### config.mk
export PLATFORM = sky130hd
export DESIGN_NAME = bcd_updown_counter
export DESIGN_NICKNAME = d
export VERILOG_FILES = /design/src/rtl/bcd_pkg.sv /design/src/rtl/bcd_digit.sv /design/src/rtl/bcd_updown_counter.sv
export SDC_FILE = /design/constraint.sdc
export NUM_CORES = 1
export LEC_CHECK = 0
export CELL_PAD_IN_SITES_DETAIL_PLACEMENT = 1
export CELL_PAD_IN_SITES_GLOBAL_PLACEMENT = 1
export CORE_ASPECT_RATIO = 1.1
export CORE_MARGIN = 4
export CORE_UTILIZATION = 42
export CTS_CLUSTER_DIAMETER = 200
export DETAILED_ROUTE_END_ITERATION = 6
export PLACE_DENSITY_LB_ADDON = 0.1
export SETUP_SLACK_MARGIN = 0.05
export SLEW_MARGIN = 20
export SYNTH_ARGS = -nofsm -noshare
export SYNTH_HDL_FRONTEND = slang
export SYNTH_SLANG_ARGS = --single-unit
### constraint.sdc
create_clock -name clk -period 3.05 [get_ports clk]
set_input_delay 0.7625 -clock clk [delete_from_list [all_inputs] [get_ports clk]]
set_output_delay 0.7625 -clock clk [all_outputs]
set_load 0.005 [all_outputs]
### src/rtl/bcd_pkg.sv
// Shared constants and helpers for the BCD up/down counter.
// Provides BCD digit limits, a digit-validity check and width helpers.
package bcd_pkg;

   localparam logic [3:0] BCD_MAX = 4'd9;
   localparam logic [3:0] BCD_MIN = 4'd0;

   function automatic logic is_valid_bcd(input logic [3:0] nibble);
      return nibble <= BCD_MAX;
   endfunction

   // Ceiling log2 for elaboration-time sizing.
   function automatic int clog2(input int v);
      int r;
      r = 0;
      for (int i = 0; i < 31; i++) begin
         if ((1 << i) < v) r = i + 1;
      end
      return r;
   endfunction

   // Prescaler needs at least one bit even when TICK_DIV is 1.
   function automatic int presc_width(input int div);
      int w;
      w = clog2(div);
      return (w < 1) ? 1 : w;
   endfunction

endpackage

### src/rtl/bcd_digit.sv
// One BCD decade: holds a 0..9 digit with clear, load and up/down step.
// Ports: clk_i, rst_ni, step_i, up_dn_i, load_i, load_nibble_i, clr_i -> digit_o, at_max_o, at_min_o.
module bcd_digit
   import bcd_pkg::*;
(
   input  logic       clk_i,
   input  logic       rst_ni,
   input  logic       step_i,
   input  logic       up_dn_i,
   input  logic       load_i,
   input  logic [3:0] load_nibble_i,
   input  logic       clr_i,
   output logic [3:0] digit_o,
   output logic       at_max_o,
   output logic       at_min_o
);

   logic [3:0] digit_q;
   logic [3:0] digit_d;

   assign at_max_o = (digit_q == BCD_MAX);
   assign at_min_o = (digit_q == BCD_MIN);
   assign digit_o  = digit_q;

   // clr and load may both be high, so this is a priority chain.
   always_comb begin
      digit_d = digit_q;
      priority case (1'b1)
         clr_i: digit_d = BCD_MIN;
         load_i: begin
            digit_d = is_valid_bcd(load_nibble_i) ? load_nibble_i : BCD_MIN;
         end
         step_i: begin
            if (up_dn_i)
               digit_d = at_max_o ? BCD_MIN : digit_q + 4'd1;
            else
               digit_d = at_min_o ? BCD_MAX : digit_q - 4'd1;
         end
         default: digit_d = digit_q;
      endcase
   end

   always_ff @(posedge clk_i or negedge rst_ni) begin
      if (!rst_ni) digit_q <= BCD_MIN;
      else         digit_q <= digit_d;
   end

endmodule

### src/rtl/bcd_updown_counter.sv
// Multi-digit BCD up/down counter with clock-enable prescaler, load, clear, wrap and tc.
// Ports: clk, rst(n), en, up_dn, clr, load, load_val -> bcd_out, tick, wrap, tc.
module bcd_updown_counter
   import bcd_pkg::*;
#(
   parameter int DIGITS   = 4,
   parameter int TICK_DIV = 8388608
) (
   input  logic                  clk,
   input  logic                  rst,
   input  logic                  en,
   input  logic                  up_dn,
   input  logic                  clr,
   input  logic                  load,
   input  logic [4*DIGITS-1:0]   load_val,
   output logic [4*DIGITS-1:0]   bcd_out,
   output logic                  tick,
   output logic                  wrap,
   output logic                  tc
);

   localparam int PW = presc_width(TICK_DIV);
   localparam logic [PW-1:0] PRESC_LAST = PW'(TICK_DIV - 1);

   logic [PW-1:0]   presc_q;
   logic [PW-1:0]   presc_d;
   logic            tick_q;
   logic            tick_d;
   logic            wrap_q;
   logic            wrap_d;
   logic            roll;
   logic            step;
   logic [DIGITS-1:0] at_max;
   logic [DIGITS-1:0] at_min;
   logic [DIGITS-1:0] dig_step;
   logic [DIGITS:0]   carry;
   logic [DIGITS:0]   borrow;

   assign roll = en & (presc_q == PRESC_LAST);
   // A step coinciding with clr or load is dropped.
   assign step = roll & ~clr & ~load;

   // carry[i]/borrow[i]: every digit below i is at 9 / at 0.
   assign carry[0]  = 1'b1;
   assign borrow[0] = 1'b1;

   for (genvar i = 0; i < DIGITS; i++) begin : g_dig
      assign carry[i+1]  = carry[i] & at_max[i];
      assign borrow[i+1] = borrow[i] & at_min[i];
      assign dig_step[i] = step & (up_dn ? carry[i] : borrow[i]);

      bcd_digit u_digit (
         .clk_i         (clk),
         .rst_ni        (rst),
         .step_i        (dig_step[i]),
         .up_dn_i       (up_dn),
         .load_i        (load),
         .load_nibble_i (load_val[4*i +: 4]),
         .clr_i         (clr),
         .digit_o       (bcd_out[4*i +: 4]),
         .at_max_o      (at_max[i]),
         .at_min_o      (at_min[i])
      );
   end

   assign tc = up_dn ? carry[DIGITS] : borrow[DIGITS];

   always_comb begin
      presc_d = presc_q;
      if (clr || load)
         presc_d = '0;
      else if (en)
         presc_d = roll ? '0 : presc_q + PW'(1);
      tick_d = step;
      wrap_d = step & tc;
   end

   always_ff @(posedge clk or negedge rst) begin
      if (!rst) begin
         presc_q <= '0;
         tick_q  <= 1'b0;
         wrap_q  <= 1'b0;
      end else begin
         presc_q <= presc_d;
         tick_q  <= tick_d;
         wrap_q  <= wrap_d;
      end
   end

   assign tick = tick_q;
   assign wrap = wrap_q;

endmodule

==> flow_summary.yaml, run 1 <==
synth:
  async_flop_share: 1.000
  yosysWarnings: 0
  synth_edf_count: 0
  avgSynthCellArea_um2: 8.426
  synth_ff_type: "dfrtp_1"
  ys_seq_area_frac: 0.3373
  yosysUniqueCellTypes: 64
  synth_area_mm2: 0.003042
  synth_seq_cells: 41
  synth_cells: 361
  synth_nets: 396
status:
  status: "finished, violations left"
  violations: "setup timing"
power:
  leakagePower_nw: 1.690
  total_power_w: 0.001464
  p_per_area_mw_per_mm2: 364.1
  ir_drop_uv: 251.4
critical_path:
  reg2reg_to: "g_dig[3].u_digit.digit_o[0]"
  endpoint_kind: "output pin"
  worst-r2r-cell-count: 8
  crit_chain: "inv_2 > ha_4 > or4b_4 > or4_4 > o31ai_4 > and2_1 > buf_2"
  critPathTopFamily: "simple AND/OR/NAND/NOR gates"
  crit_path_max_fanout: 2
  crit_required_ns: 2.29
  cp.arrival_ns: 2.29
  startpoint_type: "flop"
  r2r_slack_ns: 0.42
  timing.rr.start: "g_dig[0].u_digit.digit_o[0]"
  max_stage_delay_ns: 0.46
  cp.buffers_inverters: 2
  cp-startpoint: "g_dig[0].u_digit.digit_o[0]"
  cp_slowest_cell: "or4b_4"
  path_class: "reg2out"
detailed_routing:
  drt-wirelength-per-cell_um: 18.15
  first_pass_iters: 4
  detail-route-antenna-nets: 0
  drc: 0
  routed_via_density: 5.850
  num_vias: 3077
  drt-initial-drc-count: 109
  wirelength_um: 9546
sta:
  period_share: 1.000
  fin_skew_ns: 0.01053
  worst_slack_ns: -0.001024
  period_needed_ns: 3.051
  slew_headroom: 0.3429
  rsz0062_at_grt: "true"
  tightest_slew_ns: 0.9856
  finalSetupViolCount: 1
  max_freq_ghz: 0.3278
  slew_violations: 0
  hold_viol_final: 0
place:
  gp_congestion: 0.7785
  dp_hpwl_um: 6922
  place_area_mm2: 0.003782
  dpl_worst_slack_ns: -0.8553
  portBuffers: 40
hold_path:
  holdPathEnd: "presc_q[20]"
  min_from: "presc_q[20]"
  hold_class: "reg2reg"
  hold_depth: 2
clocking:
  cts_sinks: 41
  root_buffer: "clkbuf_8"
  cts_tree: "done"
  insertion_delay_ns: 0.30
  clk_pin_slew_ns: 0.08
  cts_buffers: 5
  htreeDepth: 2
  clock_path_buffers: 2
  cts_hold_buffers: 0
global_routing:
  grt-ovfl-total: 0
  antenna_found_initial: 0
  grt_usage: 0.2235
  grt_pass1_vias: 3191
  grt_max_degree: 42
  grt_pass1_wl_um: 15530
floorplan:
  coreArea_mm2: 0.007047
  io_pins: 41
  dieWidth_um: 89.14
  rows: 32
  die_h_um: 97.26
  start_util: 0.4316
  die_area_mm2: 0.008669
cells_and_area:
  layout_commonest_cell: "buf_4"
  layout-drive-gt1-share: 0.1905
  design_area_mm2: 0.004021
  mostFrequentLayoutCells: "buf_4, dfrtp_1, clkdlybuf4s50_1, nand2_1, nor2_1"
  num-fill-cells: 861
  regArea_mm2: 0.001026
  multi_input_area_mm2: 0.001906
  nets: 475
  areaGrowthSynthToFinish_pct: 32.21
  diodes: 0
run:
  maxCapViolations: 0
## synthesized netlist by cell type (4+ instances only)
cell | instances | area share
nand3b_1 | 5 | 0.012
nor4_1 | 4 | 0.0082
nand4_1 | 6 | 0.012
and4_1 | 5 | 0.014
dfrtp_1 | 41 | 0.34
nand3_1 | 22 | 0.036
ha_1 | 13 | 0.053
or3_1 | 4 | 0.0082
o31ai_1 | 5 | 0.012
nor2_1 | 33 | 0.041
or4_1 | 6 | 0.015
nand2b_1 | 4 | 0.0082
xnor2_1 | 8 | 0.023
nor3b_1 | 6 | 0.015
xor2_1 | 12 | 0.035
a21oi_1 | 20 | 0.033
o21ai_0 | 16 | 0.026
a31oi_1 | 4 | 0.0082
nor3_1 | 6 | 0.0099
mux2i_1 | 4 | 0.013
nand2_1 | 34 | 0.042
and3_1 | 7 | 0.014
inv_1 | 22 | 0.027
clkbuf_1 | 16 | 0.020
## layout make-up
| cell class | count | area share |
|---|---|---|
| Timing Repair Buffer | 90 | 0.1907 |
| Tap cell | 85 | 0.02645 |
| Multi-Input combinational cell | 280 | 0.4739 |
| Sequential cell | 41 | 0.2551 |
| Clock buffer | 5 | 0.01711 |
| Inverter | 22 | 0.02054 |
| Clock inverter | 3 | 0.01618 |
## registers in the layout, summed over array words and instances (netlist names)
signal,cells
presc_q,23
g_dig.u_digit.digit_o,16
tick,1
wrap,1
## report_power, final
part / switching [W] / internal [W]
Sequential: 0.0000199 / 0.000558
Clock: 0.000201 / 0.000325
Combinational: 0.000180 / 0.000179
Total: 0.000401 / 0.00106
## cells by family (layout without fill, tap and decap cells)
logic type	after synthesis	after routing	synth area share
muxes	11	11	0.04648
buffers and inverters	40	120	0.05224
and+or+nand+nor	158	158	0.2826
adders and majority gates	13	13	0.05348
DFF	41	41	0.3373
AOI/OAI and AO/OA	78	78	0.1703
xor gates and xnor gates	20	20	0.05759
## worst min-delay path: cells and delay by family (launching register included)
family                    cells  cell delay (ns)
xor gates and xnor gates      1             0.07
and+or+nand+nor               1             0.07
DFF                           1             0.38
## layer usage
metal  vias to the layer above  share of wire  GRT usage
met3                         8          0.031    0.02714
met1                      1542           0.41     0.2661
met4                         0         0.0078    0.04124
met2                        59           0.55     0.4192
met5                         -              0          0
li1                       1468              -          -
## stage by stage
step / instances / utilization / setup TNS, ns / hold slack, ns
finish: 526 / 0.5707 / -0.001024 / 0.5657
global route: 526 / 0.5707 / -0.07640 / 0.6046
CTS: 522 / 0.5643 / -0.1389 / 0.5657
detailed placement: 510 / 0.5368 / -1.540 / 0.5442
global placement: 510 / 0.5368 / -1.270 / 0.5245
floorplan: 361 / - / 0 / 0.4669
## how the worst max path moves through the flow
stage               depth (start not counted)  end
finish                                      7   tc
detailed placement                          6   tc
floorplan                                   4   tc
CTS                                         7   tc
global route                                7   tc
global placement                            6   tc
## what timing repair did
action,4_1_cts,5_1_grt
endpoints found under the setup margin,1,1
gates resized for setup,17,5
buffers inserted,4,4
pin swaps,5,4
(Power assumes the default switching activity.)
==> run 2, diff against run 1 <==
--- a/config.mk
+++ b/config.mk
@@ -12,7 +12,7 @@
 export CORE_UTILIZATION = 42
 export CTS_CLUSTER_DIAMETER = 200
 export DETAILED_ROUTE_END_ITERATION = 6
-export PLACE_DENSITY_LB_ADDON = 0.1
+export PLACE_DENSITY = 0.9
 export SETUP_SLACK_MARGIN = 0.05
 export SLEW_MARGIN = 20
 export SYNTH_ARGS = -nofsm -noshare
==> run 2 against run 1 <==
  * The flow still finishes with violations (setup timing)
  * Fmax decreased by 1.9%
  * Wire length increased by 11%
  * Clock skew decreased by 0.0026 ns
  * Combinational power about the same
  * Global-route usage increased by 2.3 points
  * Worst hold slack got worse by 0.0019 ns
  * Non-clock buffer count decreased by 3
  * Utilization decreased by 0.39 points
  * Critical endpoint unchanged
==> flow_summary.yaml, run 2 (synthesized netlist as in run 1, its figures left out) <==
critical_path:
  crit_required_ns: 2.29
  cp.arrival_ns: 2.35
  cp.buffers_inverters: 2
  crit_chain: "inv_2 > ha_4 > or4b_4 > or4_4 > o31ai_4 > and2_4 > buf_6"
  path_class: "reg2out"
  endpoint_kind: "output pin"
  max_stage_delay_ns: 0.46
  crit_path_max_fanout: 2
  critPathTopFamily: "simple AND/OR/NAND/NOR gates"
  startpoint_type: "flop"
  cp_slowest_cell: "or4b_4"
detailed_routing:
  routed_via_density: 6.187
  drt-initial-drc-count: 160
  drc: 0
  drt-wirelength-per-cell_um: 20.28
  wirelength_um: 10610
  num_vias: 3236
  detail-route-antenna-nets: 0
  first_pass_iters: 4
sta:
  max_freq_ghz: 0.3216
  whs_ns: 0.5638
  worst_slack_ns: -0.05945
  finalSetupViolCount: 1
  hold_viol_final: 0
  slew_headroom: 0.3315
  period_needed_ns: 3.109
  rsz0062_at_grt: "true"
  period_share: 1.019
  tightest_slew_ns: 1.003
  slew_violations: 0
  fin_skew_ns: 0.007891
floorplan:
  io_pins: 41
  die_area_mm2: 0.008669
  dieWidth_um: 89.14
  die_h_um: 97.26
  start_util: 0.4316
  coreArea_mm2: 0.007047
  rows: 32
hold_path:
  hold_class: "reg2reg"
power:
  ir_drop_uv: 295.1
  leakagePower_nw: 1.666
  pwr-share-clk: 0.342
  p_int_w: 0.001001
  pwr-share-seq: 0.406
  p_per_area_mw_per_mm2: 358.9
  pwr-share-comb: 0.252
  swShare: 0.3014
  power.net_switching_w: 0.0004319
global_routing:
  grt-ovfl-total: 0
  grt_max_degree: 42
  grt_pass1_wl_um: 16990
  antenna_found_initial: 0
  grt_pass1_vias: 3370
  grt_usage: 0.2462
status:
  status: "finished, violations left"
  violations: "setup timing"
cells_and_area:
  areaGrowthSynthToFinish_pct: 31.30
  mostFrequentLayoutCells: "buf_4, dfrtp_1, clkdlybuf4s50_1, nand2_1, nor2_1"
  diodes: 0
  layout-drive-gt1-share: 0.1872
  largest_register: "presc_q"
  instances_no_fill: 523
  nets: 472
  largest_reg_flops: 23
  layout_commonest_cell: "buf_4"
clocking:
  insertion_delay_ns: 0.31
  root_buffer: "clkbuf_8"
  cts_tree: "done"
  cts_hold_buffers: 0
  clk_pin_slew_ns: 0.09
  cts_buffers: 5
  clock_path_buffers: 2
  cts_sinks: 41
  htreeDepth: 2
place:
  post-place-cells: 506
  dp_hpwl_um: 7009
  gp_congestion: 0.9062
  portBuffers: 40
run:
  maxCapViolations: 0
run 2: cell count changes in the layout (fill, tap and decap cells not counted):
cell / delta
and2_1: -1
and2_4: +1
buf_2: -1
buf_4: -3
buf_6: +1
bufinv_16: -1
clkbuf_8: +1
clkinv_2: -1
clkinvlp_4: +1
run 2: worst min-delay path, cell delays in order (launching register included):
cell     delay, ns
dfrtp_1       0.38
xor2_1        0.07
nor2_1        0.08
run 2: power by group through the flow:
stage          combinational [W]  clock, W  sequential (W)
6_report                0.000361  0.000490        0.000583
5_1_grt                 0.000394  0.000517        0.000585
4_1_cts                 0.000339  0.000492        0.000581
3_5_place_dp            0.000318         0        0.000590
3_3_place_gp            0.000302         0        0.000587
2_1_floorplan           0.000154         0        0.000588
run 2: final timing paths:
| kind | end | slack (ns) | depth (start not counted) | from |
|---|---|---|---|---|
| setup / recovery | tc | -0.06 | 7 | g_dig[0].u_digit.digit_o[0] |
| hold / removal | presc_q[20] | 0.56 | 2 | presc_q[20] |
| setup reg to reg | g_dig[3].u_digit.digit_o[3] | 0.43 | 8 | g_dig[0].u_digit.digit_o[0] |
| hold reg to reg | presc_q[20] | 0.56 | 2 | presc_q[20] |
| max in group asynchronous | g_dig[1].u_digit.digit_o[1] | 1.82 | 1 | rst |
| min in group asynchronous | g_dig[3].u_digit.digit_o[0] | 0.61 | 1 | rst |
run 2: final cells by class:
class,instances,area (µm²)
Fill cell,829,3053
Multi-Input combinational cell,280,1908
Sequential cell,41,1026
Timing Repair Buffer,87,750.7
Tap cell,85,106.4
Clock buffer,6,82.58
Inverter,22,82.58
Clock inverter,2,37.54
run 2: layer usage:
metal | GRT usage | share of wire
met1 | 0.2889 | 0.39
met2 | 0.4379 | 0.53
met3 | 0.04495 | 0.048
met4 | 0.08247 | 0.033
met5 | 0 | 0
run 2: per-stage QoR:
step	instance area, µm²	power [W]	utilization	setup slack, ns	setup TNS [ns]
global route	3994	0.001496	0.5668	-0.1518	-0.1518
global placement	3752	0.0008898	0.5325	-0.8140	-1.308
floorplan	3042	0.0007422	-	0.1431	0
detailed placement	3752	0.0009084	0.5325	-0.8955	-1.573
finish	3994	0.001433	0.5668	-0.05945	-0.05945
CTS	3933	0.001411	0.5581	-0.1795	-0.1795
run 2: timing repair:
item | 4_1_cts | 5_1_grt
pin swaps | 5 | 4
buffers inserted | 4 | 5
gates resized for setup | 17 | 7
setup endpoints to repair | 3 | 1
==> RTL edit 1 (settings of run 1) <==
Reset style: synchronous (`rst` and `rst_ni`), changed in 2 clocked blocks.
--- a/src/rtl/bcd_digit.sv
+++ b/src/rtl/bcd_digit.sv
@@ -41,5 +41,5 @@
    end
 
-   always_ff @(posedge clk_i or negedge rst_ni) begin
+   always_ff @(posedge clk_i) begin
       if (!rst_ni) digit_q <= BCD_MIN;
       else         digit_q <= digit_d;
--- a/src/rtl/bcd_updown_counter.sv
+++ b/src/rtl/bcd_updown_counter.sv
@@ -76,5 +76,5 @@
    end
 
-   always_ff @(posedge clk or negedge rst) begin
+   always_ff @(posedge clk) begin
       if (!rst) begin
          presc_q <= '0;
Behaviour: differs if rst is asserted again (counterexample within 4 cycles, from zero or initial values and one cycle with rst low); with rst held inactive, the same outputs for 10 cycles.
==> RTL edit 1 against run 1 <==
Sequential cell count unchanged; area after synthesis down 9.3%; wire length down 19%; clock skew about the same; cell count down 11%; design area down 15%; total power down 18%; combinational power down 47%; worst setup slack better by 0.22 ns; critical path type is now input port to output port.
==> RTL edit 1: results (changes against run 1) <==
<table>
<tr><th>Metric</th><th>Value</th></tr>
<tr><th colspan="2">CTS</th></tr>
<tr><td>Clock buffers created by TritonCTS</td><td>5 (unchanged)</td></tr>
<tr><th colspan="2">Worst setup path</th></tr>
<tr><td>Delay of the slowest critical-path stage</td><td>0.55 ns (+0.09 ns)</td></tr>
<tr><td>Arrival time at the worst endpoint</td><td>2.07 ns (-0.22 ns)</td></tr>
<tr><td>Cell with the largest stage delay on the worst path</td><td>sky130_fd_sc_hd__or4_4</td></tr>
<tr><td>Setup crit start</td><td>up_dn</td></tr>
<tr><th colspan="2">Global routing</th></tr>
<tr><td>Vias in the first global route</td><td>2771 (-13%)</td></tr>
<tr><td>All-Layer GR Usage</td><td>0.202 (-0.0212)</td></tr>
<tr><th colspan="2">Final layout</th></tr>
<tr><td>Fraction of final layout cells sized beyond drive strength 1</td><td>0.144 (-0.0465)</td></tr>
<tr><td>Final cell count without fillers</td><td>469 (-11%)</td></tr>
<tr><th colspan="2">Place</th></tr>
<tr><td>Final Wtd Congestion</td><td>0.803 (+3.1%)</td></tr>
<tr><td>Standard cell area after detailed placement</td><td>3270 um^2 (-14%)</td></tr>
<tr><td>Dpl ws</td><td>-0.641 ns (+0.214 ns)</td></tr>
<tr><td># placed instances</td><td>460 (-9.8%)</td></tr>
<tr><th colspan="2">Synth</th></tr>
<tr><td>Synthesized net count</td><td>361 (-8.8%)</td></tr>
<tr><td>Post-synthesis area per instance</td><td>8.17 um^2 (-3.1%)</td></tr>
<tr><td>Sequential cell area fraction in the yosys report</td><td>0.297 (-0.0399)</td></tr>
<tr><td>Yosys warnings</td><td>0 (unchanged)</td></tr>
<tr><td>Share of Yosys cell area claimed by the top area cell type</td><td>0.297 (-0.0399)</td></tr>
<tr><td>Leading cell types by count after synthesis</td><td>41 x sky130_fd_sc_hd__dfxtp_1, 32 x sky130_fd_sc_hd__nor2_1, 27 x sky130_fd_sc_hd__nand2_1</td></tr>
<tr><td>Share of flip-flops with an asynchronous set or reset</td><td>0 (-1.00)</td></tr>
<tr><th colspan="2">Routing</th></tr>
<tr><td>Vias</td><td>2668 (-13%)</td></tr>
<tr><td>Post-detailed-route wirelength per cell</td><td>16.4 um (-9.4%)</td></tr>
<tr><th colspan="2">Pwr</th></tr>
<tr><td>Static Leakage</td><td>1.21 nW (-28%)</td></tr>
<tr><td>Largest voltage drop on the vdd net</td><td>230 uV (-8.7%)</td></tr>
<tr><th colspan="2">Hold path</th></tr>
<tr><td>Worst hold path startpoint</td><td>presc_q[19]</td></tr>
<tr><th colspan="2">Run status</th></tr>
<tr><td>Run status</td><td>completed</td></tr>
<tr><th colspan="2">Timing</th></tr>
<tr><td>Worst Max-Slew Pin Slew</td><td>0.623 ns (-0.362 ns)</td></tr>
</table>
RTL edit 1: kinds of logic (layout without fill, tap and decap cells):
family / Yosys count / in the layout / synth area share
and+or+nand+nor: 155 / 155 / 0.317
xor gates and xnor gates: 29 / 29 / 0.0920
AOI/OAI and AO/OA: 71 / 71 / 0.177
adders and majority gates: 1 / 1 / 0.00453
buffers and inverters: 32 / 83 / 0.0793
DFF: 41 / 41 / 0.297
muxes: 9 / 9 / 0.0326
RTL edit 1: final cells by class:
cell class                      instances  area [um^2]
Fill cell                             778         2870
Multi-Input combinational cell        265         1740
Sequential cell                        41          821
Timing Repair Buffer                   67          593
Tap cell                               80          100
Clock buffer                            5         68.8
Clock inverter                          3         46.3
Inverter                                8         30.0
RTL edit 1: where the power goes:
part,internal [mW],switching (mW)
combinational,0.0968,0.0936
clock,0.245,0.213
sequential,0.542,0.00941
RTL edit 1: repair_timing:
item                                    in CTS  in global routing
endpoints found under the setup margin       1                  1
gates resized for setup                      8                  2
setup buffers                                0                  1
pin swaps                                    0                  4
RTL edit 1: path summary, 6_finish.rpt:
| kind | to | slack [ns] | cells past startpoint |
|---|---|---|---|
| max | tc | 0.22 | 6 |
| min reg2reg | presc_q[19] | 0.52 | 2 |
| max reg2reg | g_dig[3].u_digit.digit_o[2] | 0.91 | 7 |
| min | presc_q[19] | 0.52 | 2 |
RTL edit 1: tightest hold or removal path: cells and delay by family, from the launching register on:
kind	cells	cell delay (ns)
simple gates	1	0.07
flops	1	0.35
xor+xnor	1	0.07
RTL edit 1: metal layers:
layer	global-route usage	share of wire
met5	0	0
met4	0.0580	0.013
met3	0.0264	0.026
met2	0.370	0.53
met1	0.245	0.44
==> RTL edit 2 (config.mk and constraints of run 1) <==
Made on the original files. `TICK_DIV`: 8388608 -> 4194304.
--- a/src/rtl/bcd_updown_counter.sv
+++ b/src/rtl/bcd_updown_counter.sv
@@ -5,5 +5,5 @@
 #(
    parameter int DIGITS   = 4,
-   parameter int TICK_DIV = 8388608
+   parameter int TICK_DIV = 4194304
 ) (
    input  logic                  clk,
Formal check against the unedited RTL: same outputs for any inputs over 10 cycles, from zero or initial values and one cycle with rst low; that may be too few to reach the edited logic, so the function may still have changed.
==> RTL edit 2 against run 1 <==
Count of clock-buffer cells in the layout up 1; area after synthesis shrank 1.3%; sequential power decreased by 2%; sequential cell count shrank 1; design area fell by 6.6%; wire length down 5.3%; worst setup slack improved by 0.14 ns; total power decreased by 8.1%; critical path depth shrank 1; global-route usage is 0.41 points lower; critical path type is now input port to output port; largest cell class unchanged.
==> RTL edit 2: results (changes against run 1) <==
<table>
<tr><th>Metric</th><th>Value</th></tr>
<tr><th colspan="2">Run status</th></tr>
<tr><td>Run status</td><td>completed</td></tr>
<tr><th colspan="2">Final layout</th></tr>
<tr><td>Clock network area share</td><td>0.0286 (-0.00465)</td></tr>
<tr><td>Fraction of final layout cells sized beyond drive strength 1</td><td>0.154 (-0.0361)</td></tr>
<tr><td>Total of clock buffers placed in the layout</td><td>6 (+1)</td></tr>
<tr><td>Non-clock inverter instance count of the final layout</td><td>15 (-32%)</td></tr>
<tr><td># nets final</td><td>439 (-7.6%)</td></tr>
<tr><td>Multi-input gate share of the layout cell area</td><td>0.497 (+0.0226)</td></tr>
<tr><td>Non-clock buffer instance count of the final layout</td><td>70 (-22%)</td></tr>
<tr><td>Finished Cell Area</td><td>3760 um^2 (-6.6%)</td></tr>
<tr><td>Data buffer area share</td><td>0.165 (-0.0256)</td></tr>
<tr><td>Multi-input gates</td><td>275 (-1.8%)</td></tr>
<tr><th colspan="2">Global routing</th></tr>
<tr><td>Pin count of the biggest net entering global routing</td><td>41 (-2.4%)</td></tr>
<tr><td>Global-route wire length before repair</td><td>15200 um (-2.3%)</td></tr>
<tr><td>All-Layer GR Usage</td><td>0.219 (-0.00411)</td></tr>
<tr><td>Vias in the first global route</td><td>3091 (-3.1%)</td></tr>
<tr><th colspan="2">Synth</th></tr>
<tr><td>Biggest area contributors in the synthesized netlist</td><td>sky130_fd_sc_hd__dfrtp_1 33%, sky130_fd_sc_hd__nor2_1 5.5%, sky130_fd_sc_hd__xor2_1 4.7%</td></tr>
<tr><td>Number of library cell types mapped by synthesis</td><td>61 (-4.7%)</td></tr>
<tr><td>Synth Area in Compound Gates</td><td>0.187 (+0.0164)</td></tr>
<tr><th colspan="2">Worst setup path</th></tr>
<tr><td>Arrival time at the worst endpoint</td><td>2.15 ns (-0.14 ns)</td></tr>
<tr><td>FF-to-FF setup slack</td><td>0.74 ns (+0.32 ns)</td></tr>
<tr><th colspan="2">Place</th></tr>
<tr><td>Standard cell area after detailed placement</td><td>3630 um^2 (-4.1%)</td></tr>
<tr><td>Final Wtd Congestion</td><td>0.821 (+5.5%)</td></tr>
<tr><td># placed instances</td><td>484 (-5.1%)</td></tr>
<tr><th colspan="2">Pwr</th></tr>
<tr><td>Cell internal power dissipation</td><td>950 uW (-11%)</td></tr>
<tr><td>Largest voltage drop on the vdd net</td><td>179 uV (-29%)</td></tr>
<tr><th colspan="2">Hold path</th></tr>
<tr><td>Worst hold path startpoint</td><td>presc_q[11]</td></tr>
<tr><th colspan="2">CTS</th></tr>
<tr><td>Sinks on the clock net</td><td>40 (-2.4%)</td></tr>
</table>
-- RTL edit 2: changes by cell type in the layout (fill, tap and decap cells not counted), moves of 3 or more --
cell | run 1 | this run
sky130_fd_sc_hd__nand2_1 | 34 | 26
sky130_fd_sc_hd__a311oi_1 | 1 | 6
sky130_fd_sc_hd__xor2_1 | 12 | 16
sky130_fd_sc_hd__or4_1 | 5 | 1
sky130_fd_sc_hd__nand4_1 | 6 | 12
sky130_fd_sc_hd__and4_1 | 5 | 1
sky130_fd_sc_hd__inv_2 | 4 | 0
sky130_fd_sc_hd__a22oi_1 | 0 | 3
sky130_fd_sc_hd__inv_1 | 18 | 15
sky130_fd_sc_hd__buf_4 | 50 | 30
sky130_fd_sc_hd__nand3_1 | 22 | 12
sky130_fd_sc_hd__nor2_1 | 33 | 44
sky130_fd_sc_hd__nor3b_1 | 6 | 2
sky130_fd_sc_hd__nor4_4 | 0 | 3
